## config.mk

```make
export PLATFORM = sky130hd
export DESIGN_NAME = sdram_wb_arbiter
export DESIGN_NICKNAME = d
export VERILOG_FILES = /design/src/rtl/sdram_wb_arbiter.sv
export SDC_FILE = /design/constraint.sdc
export NUM_CORES = 1
export LEC_CHECK = 0
export BUFFER_PORTS_ARGS = -buffer_cell sky130_fd_sc_hd__buf_4
export CORE_AREA = 2 2 125 127
export CTS_BUF_LIST = sky130_fd_sc_hd__clkbuf_8
export CTS_CLUSTER_DIAMETER = 40
export CTS_CLUSTER_SIZE = 10
export DETAILED_ROUTE_END_ITERATION = 8
export DIE_AREA = 0 0 127 129
export GPL_TIMING_DRIVEN = 0
export SLEW_MARGIN = 15
export SYNTH_ARGS = -nofsm -noshare
export SYNTH_HDL_FRONTEND = slang
export SYNTH_SLANG_ARGS = --single-unit
```

## constraint.sdc

```tcl
create_clock -name clk -period 2.35 [get_ports clk]
set_input_delay 0.47 -clock clk [delete_from_list [all_inputs] [get_ports clk]]
set_output_delay 0.47 -clock clk [all_outputs]
set_load 0.01 [all_outputs]
```

## src/rtl/sdram_wb_arbiter.sv

```systemverilog
// sdram_wb_arbiter: round-robin two-master Wishbone arbiter in front of an SDRAM controller
// Ports: clk, rst (async, active-low); m0_*/m1_* Wishbone masters (m0 = fetch, m1 = data);
// s_* Wishbone slave side; gnt one-hot current grant (bit0 = m0, bit1 = m1).
// A granted master keeps the bus while its CYC is high; a stalled strobe is aborted
// with a forced ERR after TIMEOUT cycles without termination.
module sdram_wb_arbiter #(
   parameter int TIMEOUT = 1024,
   parameter int AW      = 32
) (
   input  logic          clk,
   input  logic          rst,
   input  logic          m0_CYC,
   input  logic          m0_STB,
   input  logic          m0_WE,
   input  logic [AW-1:0] m0_ADR,
   input  logic [31:0]   m0_DAT_O,
   input  logic [2:0]    m0_CTI_O,
   output logic [31:0]   m0_DAT_I,
   output logic          m0_ACK,
   output logic          m0_ERR,
   output logic          m0_RTY,
   input  logic          m1_CYC,
   input  logic          m1_STB,
   input  logic          m1_WE,
   input  logic [AW-1:0] m1_ADR,
   input  logic [31:0]   m1_DAT_O,
   input  logic [2:0]    m1_CTI_O,
   output logic [31:0]   m1_DAT_I,
   output logic          m1_ACK,
   output logic          m1_ERR,
   output logic          m1_RTY,
   output logic          s_CYC,
   output logic          s_STB,
   output logic          s_WE,
   output logic [AW-1:0] s_ADR,
   output logic [31:0]   s_DAT_O,
   output logic [2:0]    s_CTI_O,
   input  logic [31:0]   s_DAT_I,
   input  logic          s_ACK,
   input  logic          s_ERR,
   input  logic          s_RTY,
   output logic [1:0]    gnt
);
   localparam int WW = (TIMEOUT > 1) ? $clog2(TIMEOUT) : 1;
   typedef enum logic [1:0] {IDLE, GNT0, GNT1, ABORT} state_t;
   state_t        state_q, state_d;
   logic          last_q, last_d;
   logic [WW-1:0] wd_q, wd_d;
   logic          g0, g1, r0, r1, term, expire;
   always_comb begin
      g0       = state_q == GNT0;
      g1       = state_q == GNT1;
      r0       = m0_CYC & m0_STB;
      r1       = m1_CYC & m1_STB;
      gnt      = {g1, g0};
      s_CYC    = g0 ? m0_CYC   : g1 ? m1_CYC   : 1'b0;
      s_STB    = g0 ? m0_STB   : g1 ? m1_STB   : 1'b0;
      s_WE     = g0 ? m0_WE    : g1 ? m1_WE    : 1'b0;
      s_ADR    = g0 ? m0_ADR   : g1 ? m1_ADR   : '0;
      s_DAT_O  = g0 ? m0_DAT_O : g1 ? m1_DAT_O : '0;
      s_CTI_O  = g0 ? m0_CTI_O : g1 ? m1_CTI_O : 3'b000;
      term     = s_ACK | s_ERR | s_RTY;
      // a real slave termination in the last cycle wins over the forced abort
      expire   = (g0 | g1) & s_CYC & s_STB & ~term & (wd_q == WW'(TIMEOUT - 1));
      m0_ACK   = g0 & s_ACK;
      m0_ERR   = g0 & (s_ERR | expire);
      m0_RTY   = g0 & s_RTY;
      m0_DAT_I = g0 ? s_DAT_I : '0;
      m1_ACK   = g1 & s_ACK;
      m1_ERR   = g1 & (s_ERR | expire);
      m1_RTY   = g1 & s_RTY;
      m1_DAT_I = g1 ? s_DAT_I : '0;
      state_d  = state_q;
      case (state_q)
         IDLE:    state_d = (r0 & r1) ? (last_q ? GNT0 : GNT1) : r0 ? GNT0 : r1 ? GNT1 : IDLE;
         GNT0:    state_d = expire ? ABORT : m0_CYC ? GNT0 : r1 ? GNT1 : IDLE;
         GNT1:    state_d = expire ? ABORT : m1_CYC ? GNT1 : r0 ? GNT0 : IDLE;
         default: state_d = IDLE;
      endcase
      last_d   = (state_d == GNT0 && !g0) ? 1'b0 : (state_d == GNT1 && !g1) ? 1'b1 : last_q;
      wd_d     = (state_d != state_q) ? '0 : ((g0 | g1) & s_STB & ~term) ? wd_q + 1'b1 : '0;
   end
   always_ff @(posedge clk or negedge rst) begin
      if (!rst) begin
         state_q <= IDLE;
         last_q  <= 1'b1;
         wd_q    <= '0;
      end else begin
         state_q <= state_d;
         last_q  <= last_d;
         wd_q    <= wd_d;
      end
   end
endmodule

```

[After elaboration in Yosys (flattened, before gate mapping)]
Cells that the tools add are included.
Widths: inputs -> output; s select.
Storage, ports and cells
  flip-flop bits (word level): 13
  input port bits: 177
  output and inout bits: 142
  logic and storage cells: 64
Cells by class
  $add $sub $neg: 1
  equality and inequality tests: 6
  multiplexer cells: 28
  bitwise operators: 20
  reductions and logical operators: 6
Operators with widths (count)
  $mux 32: 6
  $mux 10: 2
  $mux 2: 8
  $and 1x1->1: 15
  $add 10x1->10 const B: 1
  $eq 10x10->1 const B: 1
  $mux 1: 9
  $mux 3: 2
  $pmux 2 s3: 1
  $eq 2x1->1 const B: 2
  $eq 2x2->1 const B: 2
  $or 1x1->1: 4
  $logic_and 1x1->1: 2
  $logic_not 1->1: 2
  $logic_not 2->1: 1
  $ne 2x2->1: 1
  $reduce_bool 2->1: 1
  $not 1->1: 1

[Depth between registers and ports, before layout]
Gate-level depths: netlist (run 1).
  depth after elaboration: 13
  mapped depth: 10
  gate-level depth less buffers: 7

[Least setup slack after synthesis (run 1)]
OpenSTA, ideal clock, no wires.
  path type: flip-flop to output port
  from: reg state_q[0]
  to: out s_CTI_O[0]
  data arrival time: 1852 ps
  data required time: 1880 ps
  slack: 28 ps
  stages on the path, launching flop included: 8
  buffers on the path: 3
  cell sequence: dfrtp_1 -> inv_1 -> ha_1 -> nor2b_4 -> buf_6 -> clkbuf_1 -> buf_1 -> a22o_1
On the way
  longest elaborated chain between the ends: 3
  elaborated cells between the ends (all ways): 4
  those cells by class: eq/ne (2); mux (2)
RTL lines
  start: declaration: line 46  | state_t state_q, state_d;
  start signal: assignment: line 89  | state_q <= state_d;
  $eq 2x2->1: line 52  | g1 = state_q == GNT1;
  net g1: line 49  | logic g0, g1, r0, r1, term, expire;
  $mux 3 (2 in series): line 61  | s_CTI_O = g0 ? m0_CTI_O : g1 ? m1_CTI_O : 3'b000;
  end: declaration: line 37  | output logic [2:0] s_CTI_O,
The timed path passes the listed nets, and every way through them passes these cells.

[Worst setup path in the final report (run 1)]
  from: reg state_q[1]
  to: out m0_ERR
On the way
  longest elaborated chain between the ends: 9
  elaborated cells between the ends (all ways): 13
  those cells by class: eq/ne (2); mux (4); bitwise (7)
RTL lines
  $eq 2x2->1: line 52
  $mux 1 (2 in series): line 56  | s_CYC = g0 ? m0_CYC : g1 ? m1_CYC : 1'b0;
  $and 1x1->1 (4 in series): line 64  | expire = (g0 | g1) & s_CYC & s_STB & ~term & (wd_q == WW'(TIMEOUT - 1));
  $or 1x1->1: line 66  | m0_ERR = g0 & (s_ERR | expire);
  $and 1x1->1 *: line 66
  end: declaration: line 20  | output logic m0_ERR,
Every way passes the cells marked *; elsewhere a longest branch is shown, timed or not.

==> reports/qor.txt, run 1 <==
Slowest cell on crit path = dfrtp_1
Sink Count = 13
Reg2Reg Depth = 11
Setup violations, final = 48
CP startpoint = state_q[1]
Crit path required time = 1.88 ns
fin worst setup slack = -0.122 ns
fmax = 405 MHz
cell breakdown of the critical path = inv_2 -> ha_4 -> nor4b_4 -> and4bb_1 -> and3_1 -> buf_6 -> o21a_1 -> buf_4
Pint = 1.52 mW
post-synthesis cell count = 264
die width = 127 um
io pins = 319
clock buffer depth = 2
crit path kind = reg -> out
Net Sw Frac = 0.394
Area Growth Syn to Fin = 159%
total number of vias = 3446
DR WL/cell = 18.4 um
failing checks = setup timing
Core Util, Final = 0.371
syn_area_per_cell = 8.15 um2
reg-to-reg endpoint = wd_q[6]
internal reg-to-reg setup slack = 0.05 ns
Yosys cell types = 44
Root Driver = clkbuf_8
nets@finish = 796
Yosys reg bits = 13
run status = finished, violations left
core area = 0.0150 mm2
routability cong. = 0.863
Startpoint Class = register
post-layout minimum cycle time = 2.47 ns
Min Hold Slack = 0.0571 ns
cell area after synthesis = 0.00215 mm2
Hold Crit Class = in -> async
max-cap viol count = 0
most frequent cells in the layout = buf_4, and2_1, a22o_1
Setup TNS = -1.75 ns
measured slew at the worst slew-check pin = 0.325 ns
initial detailed-routing violation count = 151
drt first pass iters = 4
Pwr Total = 2.51 mW
fraction of layout cells with a size suffix above 1 = 0.656
Total GRT Usage = 0.156
DR DRC count = 0
vias in the first global route = 3284
FF+latch area = 327 um2
fillers = 1562
PD cells = 451 mW/mm2
diode count = 0
CTS Buf Count = 3
# hold bufs at CTS = 0
IR drop worst, VDD = 209 uV
port buffer count = 318
die span in y = 129 um
CP Capture Point = m0_ERR
Final Hold Viols = 0
EDFF count, synth = 0
first-pass GRT wire length = 19800 um
Reg clk slew, reported paths = 0.06 ns
initial antenna violation count = 0
ys async rst share = 1.00
yosys warns = 0
Die ar. = 0.0164 mm2
CTS tree = yes
Crit. End Element = primary output
vias per cell = 4.30
final WL = 14700 um
Rows = 45
Comb pwr share = 0.817
top_reg_cell synth = dfrtp_1
P_leak = 2.88 nW
period utilisation layout = 1.05
Skew-Pair Late Insertion Delay = 0.25 ns
CTS H-tree depth = 1
crit-path max FO = 3
Seq/Total Area, Yosys = 0.152
largest net degree at the start of global routing = 14
total grt overflow = 0
antenna violation net count after detailed routing = 0
skew final = 0.00182 ns
delay of the slowest critical-path stage = 0.38 ns
register share of total power = 0.102
arrival time worst endpoint = 2.00 ns
multi-input logic area = 0.00180 mm2
final number of max-transition violations = 0
worst r2r src = state_q[1]
clock power share = 0.081
switching power = 0.989 mW
Slew HR = 0.783
commonest non-fill, non-tap cell in the layout = buf_4
HPWL after DPL = 11900 um
syn_nets = 446
RSZ-0062 raised after global routing = true
initial core utilization = 0.144
[per-layer routing]
layer  share of wire  up-vias  global-route usage
li1                -     1682                   -
met1            0.42     1634               0.206
met2            0.51      125               0.279
met3           0.061        5              0.0241
met4          0.0054        0              0.0123
met5               0        -                   0
[registers in the layout, indices dropped and copies added (netlist names)]
name,flops
wd_q,10
state_q,2
last_q,1
[worst max-delay path: cells and delay by family (launching register included)]
kind            cells  cell delay (ns)
compound gates      1             0.11
fa+ha+maj           1             0.27
buf+inv             3             0.31
simple gates        3             0.68
flops               1             0.38
[worst min path at each step]
stage	from	endpoint	cells past startpoint
6_report	rst	wd_q[7]	1
5_1_grt	rst	wd_q[2]	1
4_1_cts	rst	wd_q[2]	1
3_5_place_dp	rst	wd_q[9]	1
3_3_place_gp	rst	wd_q[2]	1
2_1_floorplan	rst	state_q[0]	0
[power by group through the flow]
stage	logic [mW]	registers, mW	clock network [mW]
floorplan	0.716	0.257	0
global placement	1.63	0.261	0
detailed placement	1.62	0.261	0
CTS	1.74	0.255	0.209
global route	2.17	0.257	0.222
finish	2.05	0.256	0.204
[synth_stat cells, drive strengths merged (2+ instances only)]
| cell type | n | area share |
|---|---|---|
| o21a | 3 | 0.010 |
| inv | 3 | 0.0052 |
| nand3 | 6 | 0.014 |
| a22o | 68 | 0.28 |
| o21ai | 2 | 0.0047 |
| a21oi | 2 | 0.0047 |
| xnor2 | 4 | 0.016 |
| ha | 5 | 0.029 |
| and2 | 71 | 0.21 |
| nand4 | 2 | 0.0058 |
| nand2 | 10 | 0.019 |
| buf | 10 | 0.032 |
| a21o | 2 | 0.0070 |
| nor2b | 3 | 0.012 |
| xor2 | 4 | 0.016 |
| a32oi | 2 | 0.0081 |
| dfrtp | 12 | 0.14 |
| nor3 | 3 | 0.0070 |
| nor2 | 6 | 0.010 |
| nor4b | 2 | 0.011 |
| nor4 | 8 | 0.047 |
| and3 | 3 | 0.0087 |
| clkbuf | 18 | 0.031 |
[area by class of cell]
| class | count | share of cell area |
|---|---|---|
| repair buffers | 347 | 0.513 |
| multi-input cells | 220 | 0.324 |
| flip-flops and latches | 13 | 0.0587 |
| plain buffers | 26 | 0.0511 |
| well taps | 188 | 0.0423 |
| clock buffers | 3 | 0.00743 |
| inverters | 3 | 0.00203 |
| clock inverters | 1 | 0.000675 |
[cells by family (layout without fill, tap and decap cells)]
family	after synthesis	count (layout)	synth area share
flip-flops	13	13	0.152
adder cells (fa/ha/maj)	5	5	0.0291
AND/OR/NAND/NOR	118	118	0.357
XOR/XNOR	8	8	0.0326
AO/OA/AOI/OAI	89	89	0.361
buffers and inverters	31	380	0.0686
[stage by stage]
step / setup WS [ns] / cell area (um2) / std cells
after floorplan: 0.0283 / 2150 / 264
after global placement: -0.707 / 4770 / 770
after detailed placement: -0.706 / 4770 / 770
after CTS: -0.164 / 5030 / 782
after global routing: -0.236 / 5560 / 801
final: -0.122 / 5560 / 801
[repair_timing]
action,4_1_cts,5_1_grt
gates cloned,0,6
setup endpoints to repair,151,99
resized for setup,44,100
setup buffers,8,15
pin swaps,3,7
(Power assumes the default switching activity.)
==> run 2, diff against run 1 <==
Settings changed: CORE_AREA 2 2 125 127 to 2 2 122 124, CTS_BUF_LIST sky130_fd_sc_hd__clkbuf_8 to sky130_fd_sc_hd__clkbuf_4 sky130_fd_sc_hd__clkbuf_8, DIE_AREA 0 0 127 129 to 0 0 124 126.
Clock period 2.35 ns to 2.5 ns, I/O delays scaled along.
==> run 2 against run 1 <==
The flow now finishes without violations. Routed wire length grew 9.7%. Hold slack gained 0.029 ns. Critical path depth shrank 1. Clock-buffer cell count is the same. Core utilization shrank 1.2 points. Clock power shrank 9%. Critical path type unchanged. Largest power group unchanged. Highest routed layer is now met5.
==> reports/qor.txt, run 2 (synthesis gave the netlist of run 1 again) <==
drt first pass iters = 4
period utilisation layout = 0.997
RSZ-0062 raised after global routing = true
run status = completed
switching power = 0.897 mW
Pwr Total = 2.11 mW
fillers = 1524
max-cap viol count = 0
biggest regs = wd_q: 10 flops, state_q: 2 flops, last_q: 1 flops
most frequent cells in the layout = buf_4, and2_1, a22o_1
Final Hold Viols = 0
Root Driver = clkbuf_8
commonest non-fill, non-tap cell in the layout = buf_4
P_leak = 2.70 nW
io pins = 319
Largest Register = wd_q
die span in y = 126 um
nets@finish = 784
Crit path required time = 2.00 ns
Die ar. = 0.0156 mm2
HPWL after DPL = 13800 um
Slew HR = 0.706
Sink Count = 13
vias per cell = 4.48
Area Growth Syn to Fin = 139%
Pint = 1.21 mW
Comb pwr share = 0.798
initial detailed-routing violation count = 164
Setup TNS = 0 ns
core area = 0.0143 mm2
largest net degree at the start of global routing = 14
CTS Buf Count = 3
final WL = 16200 um
Rows = 44
Min Hold Slack = 0.0856 ns
arrival time worst endpoint = 1.99 ns
Setup violations, final = 0
clock power share = 0.088
fraction of layout cells with a size suffix above 1 = 0.642
measured slew at the worst slew-check pin = 0.440 ns
skew final = 0.00423 ns
Reg2Reg Depth = 12
routability cong. = 0.926
die width = 124 um
Startpoint Class = register
PD cells = 410 mW/mm2
diode count = 0
pre-CTS setup slack = -0.576 ns
DR WL/cell = 20.6 um
antenna violation net count after detailed routing = 0
total grt overflow = 0
crit-path max FO = 3
Skew-Pair Late Insertion Delay = 0.24 ns
post-layout minimum cycle time = 2.49 ns
fmax = 401 MHz
clock buffer depth = 2
Total GRT Usage = 0.187
CTS H-tree depth = 1
Reg clk slew, reported paths = 0.06 ns
final number of max-transition violations = 0
# hold bufs at CTS = 0
Largest register FFs = 10
multi-input logic area = 0.00182 mm2
register share of total power = 0.114
vias in the first global route = 3536
initial core utilization = 0.150
FF+latch area = 327 um2
initial antenna violation count = 2
Crit. End Element = primary output
Hold Crit Class = in -> async
first-pass GRT wire length = 21800 um
IR drop worst, VDD = 245 uV
Net Sw Frac = 0.426
CTS tree = yes
total number of vias = 3520
DR DRC count = 0
port buffer count = 318
fin worst setup slack = 0.00698 ns
crit path kind = reg -> out
-- run 2: power groups by stage --
stage          combinational, mW  sequential (mW)  clock (mW)
2_1_floorplan              0.673            0.241           0
3_3_place_gp                1.53            0.244           0
3_5_place_dp                1.54            0.245           0
4_1_cts                     1.64            0.239       0.193
5_1_grt                     1.79            0.242       0.203
6_report                    1.68            0.240       0.186
-- run 2: stage by stage --
step | utilization | area, um2 | instances
after global routing | 0.359 | 5140 | 785
after global placement | 0.333 | 4770 | 766
final | 0.359 | 5140 | 785
after floorplan | - | 2150 | 264
after detailed placement | 0.333 | 4770 | 766
after CTS | 0.352 | 5040 | 786
-- run 2: path summary, 6_finish.rpt --
kind                            startpoint  endpoint  slack, ns
worst min-delay path                   rst   wd_q[5]       0.09
worst min register to register     wd_q[0]   wd_q[0]       0.51
max in group asynchronous              rst    last_q       2.18
worst max register to register  state_q[1]   wd_q[1]       0.17
worst max-delay path            state_q[1]    m0_ERR      0.007
min in group clk                   wd_q[0]   wd_q[0]       0.51
-- run 2: final cells by class --
| class | count | share of cell area |
|---|---|---|
| multi-input combinational | 220 | 0.353 |
| tap | 184 | 0.0448 |
| timing repair buffer | 334 | 0.492 |
| inverter | 3 | 0.00219 |
| buffer | 27 | 0.0355 |
| clock inverter | 1 | 0.000974 |
| sequential | 13 | 0.0635 |
| clock buffer | 3 | 0.00803 |
-- run 2: routing by layer --
metal	wire length [um]	vias up	GRT usage
met1	6150	1698	0.222
met2	8180	143	0.339
met5	27	-	0
met3	1650	15	0.0548
li1	-	1660	-
met4	163	4	0.0218
-- run 2: worst max-delay path, cell delays in order, from the launching register on --
cell and delay, ns:
dfrtp_1 0.39, inv_2 0.10, ha_4 0.26, nor4b_4 0.22, and4bb_2 0.30, and3_4 0.23
o21a_1 0.15, buf_6 0.10
-- run 2: timing repair --
action,4_1_cts,5_1_grt
hold endpoints to repair,0,0
setup endpoints to repair,146,56
cloned,0,1
buffers inserted,16,1
gates resized for setup,37,27
pin swaps,1,12
==> run 3, diff against run 2 <==
Settings changed: CELL_PAD_IN_SITES_DETAIL_PLACEMENT from default to 0, CELL_PAD_IN_SITES_GLOBAL_PLACEMENT from default to 2, CORE_AREA 2 2 122 124 to 2 2 112 158, DIE_AREA 0 0 124 126 to 0 0 114 160, PLACE_DENSITY_LB_ADDON from default to 0.1.
==> run 3 against run 2 <==
Non-clock buffer count is 7 lower. Clock-buffer cell count is 1 higher. Register-to-register slack worse by 0.02 ns. Fmax is 2.1% higher. Final cell count is 1.9% higher.
==> reports/qor.txt, run 3 (synthesis gave the netlist of run 1 again) <==
measured slew at the worst slew-check pin = 0.689 ns
Die ar. = 0.0182 mm2
final WL = 16000 um
FF+latch area = 327 um2
total grt overflow = 0
initial detailed-routing violation count = 181
internal reg-to-reg setup slack = 0.15 ns
arrival time worst endpoint = 1.94 ns
vias per cell = 4.26
initial core utilization = 0.127
core area = 0.0170 mm2
Final Hold Viols = 0
period utilisation layout = 0.977
met2 Use GR = 0.303
skew final = 0.00102 ns
total number of vias = 3405
Total GRT Usage = 0.160
Largest register FFs = 10
initial antenna violation count = 0
multi-input logic area = 0.00173 mm2
met1 usage in global routing = 0.173
Area Growth Syn to Fin = 134%
routability cong. = 0.784
fmax = 410 MHz
post-layout minimum cycle time = 2.44 ns
Largest Register = wd_q
Setup violations, final = 0
biggest regs = wd_q: 10 flops, state_q: 2 flops, last_q: 1 flops
crit-path max FO = 3
fraction of layout cells with a size suffix above 1 = 0.638
CTS Buf Count = 3
routing usage on met3 = 0.0490
fillers = 1896
CTS H-tree depth = 1
Startpoint Class = register
RSZ-0062 raised after global routing = true
DR DRC count = 0
largest net degree at the start of global routing = 14
Slew HR = 0.541
HPWL after DPL = 13700 um
die span in y = 160 um
CTS tree = yes
Hold Crit Class = in -> async
reg-to-reg endpoint = wd_q[8]
final number of max-transition violations = 0
most frequent cells in the layout = buf_4, and2_1, a22o_1
cell area after layout = 0.00502 mm2
Reg2Reg Depth = 9
vias in the first global route = 3286
drt first pass iters = 4
Post-DP Area = 0.00480 mm2
DR WL/cell = 19.9 um
first-pass GRT wire length = 22100 um
die width = 114 um
diode count = 0
worst r2r src = state_q[0]
Sink Count = 13
Root Driver = clkbuf_8
Skew-Pair Late Insertion Delay = 0.24 ns
clock buffer depth = 2
commonest non-fill, non-tap cell in the layout = buf_4
io pins = 319
Rows = 57
run status = completed
IR drop worst, VDD = 221 uV
Crit. End Element = primary output
Top Usage Layer GRT = met2
P_leak = 2.66 nW
nets@finish = 777
crit path kind = reg -> out
Pwr Total = 2.05 mW
PD cells = 407 mW/mm2
port buffer count = 318
antenna violation net count after detailed routing = 0
Reg clk slew, reported paths = 0.06 ns
max-cap viol count = 0
Crit path required time = 2.00 ns
run 3: cell count changes in the layout (fill, tap and decap cells not counted), sizes merged:
cell,change
clkinv,-1
buf,-7
clkbuf,+1
run 3: worst max-delay path by stage:
stage / startpoint / to / slack, ns / cells after the start
finish: state_q[0] / m0_ERR / 0.06 / 7
global route: state_q[0] / m0_ERR / -0.05 / 7
CTS: state_q[0] / m1_ERR / -0.02 / 8
detailed placement: state_q[1] / s_DAT_O[26] / -0.53 / 7
global placement: state_q[0] / s_CTI_O[1] / -0.46 / 8
floorplan: state_q[0] / s_CTI_O[0] / 0.15 / 7
run 3: timing repair:
item,4_1_cts,5_1_grt
pin swaps,2,4
buffers inserted,8,1
hold buffers,0,0
resized for setup,34,20
endpoints found under the setup margin,144,60
run 3: worst max-delay path, cell delays in order, from the launching register on:
cell and delay, ns:
dfrtp_1 0.38, inv_2 0.08, ha_4 0.27, nor4b_4 0.24, and4bb_1 0.26, and3_4 0.22, o21a_1 0.14, buf_6 0.10
run 3: area by class of cell:
| cell class | instances | share of cell area |
|---|---|---|
| Multi-Input combinational cell | 220 | 0.345 |
| Inverter | 3 | 0.00224 |
| Tap cell | 206 | 0.0513 |
| Clock buffer | 4 | 0.00971 |
| Timing Repair Buffer | 327 | 0.489 |
| Buffer | 27 | 0.0371 |
| Sequential cell | 13 | 0.0650 |
run 3: per-stage QoR:
stage,instances,hold WS (ns),TNS [ns],utilization,setup WS [ns]
floorplan,264,0.204,0,-,0.148
global placement,788,0.359,-30.80,0.283,-0.458
detailed placement,788,0.360,-36.79,0.283,-0.528
CTS,800,0.0990,-0.0346,0.295,-0.0225
global route,800,0.0968,-0.0810,0.296,-0.0460
finish,800,0.0981,0,0.296,0.0585
run 3: report_power, final:
part | total (mW) | switching (mW) | leakage [nW] | internal [mW]
registers | 0.240 | 0.0118 | 0.177 | 0.229
clock network | 0.197 | 0.0738 | 0.0262 | 0.123
logic | 1.61 | 0.761 | 2.46 | 0.848
total | 2.05 | 0.846 | 2.66 | 1.20
run 3: metal layers:
layer  vias to the layer above  wire length, um
met3                        10             1480
met4                         0              197
li1                       1648                -
met5                         -                0
met1                      1597             5700
met2                       150             8580
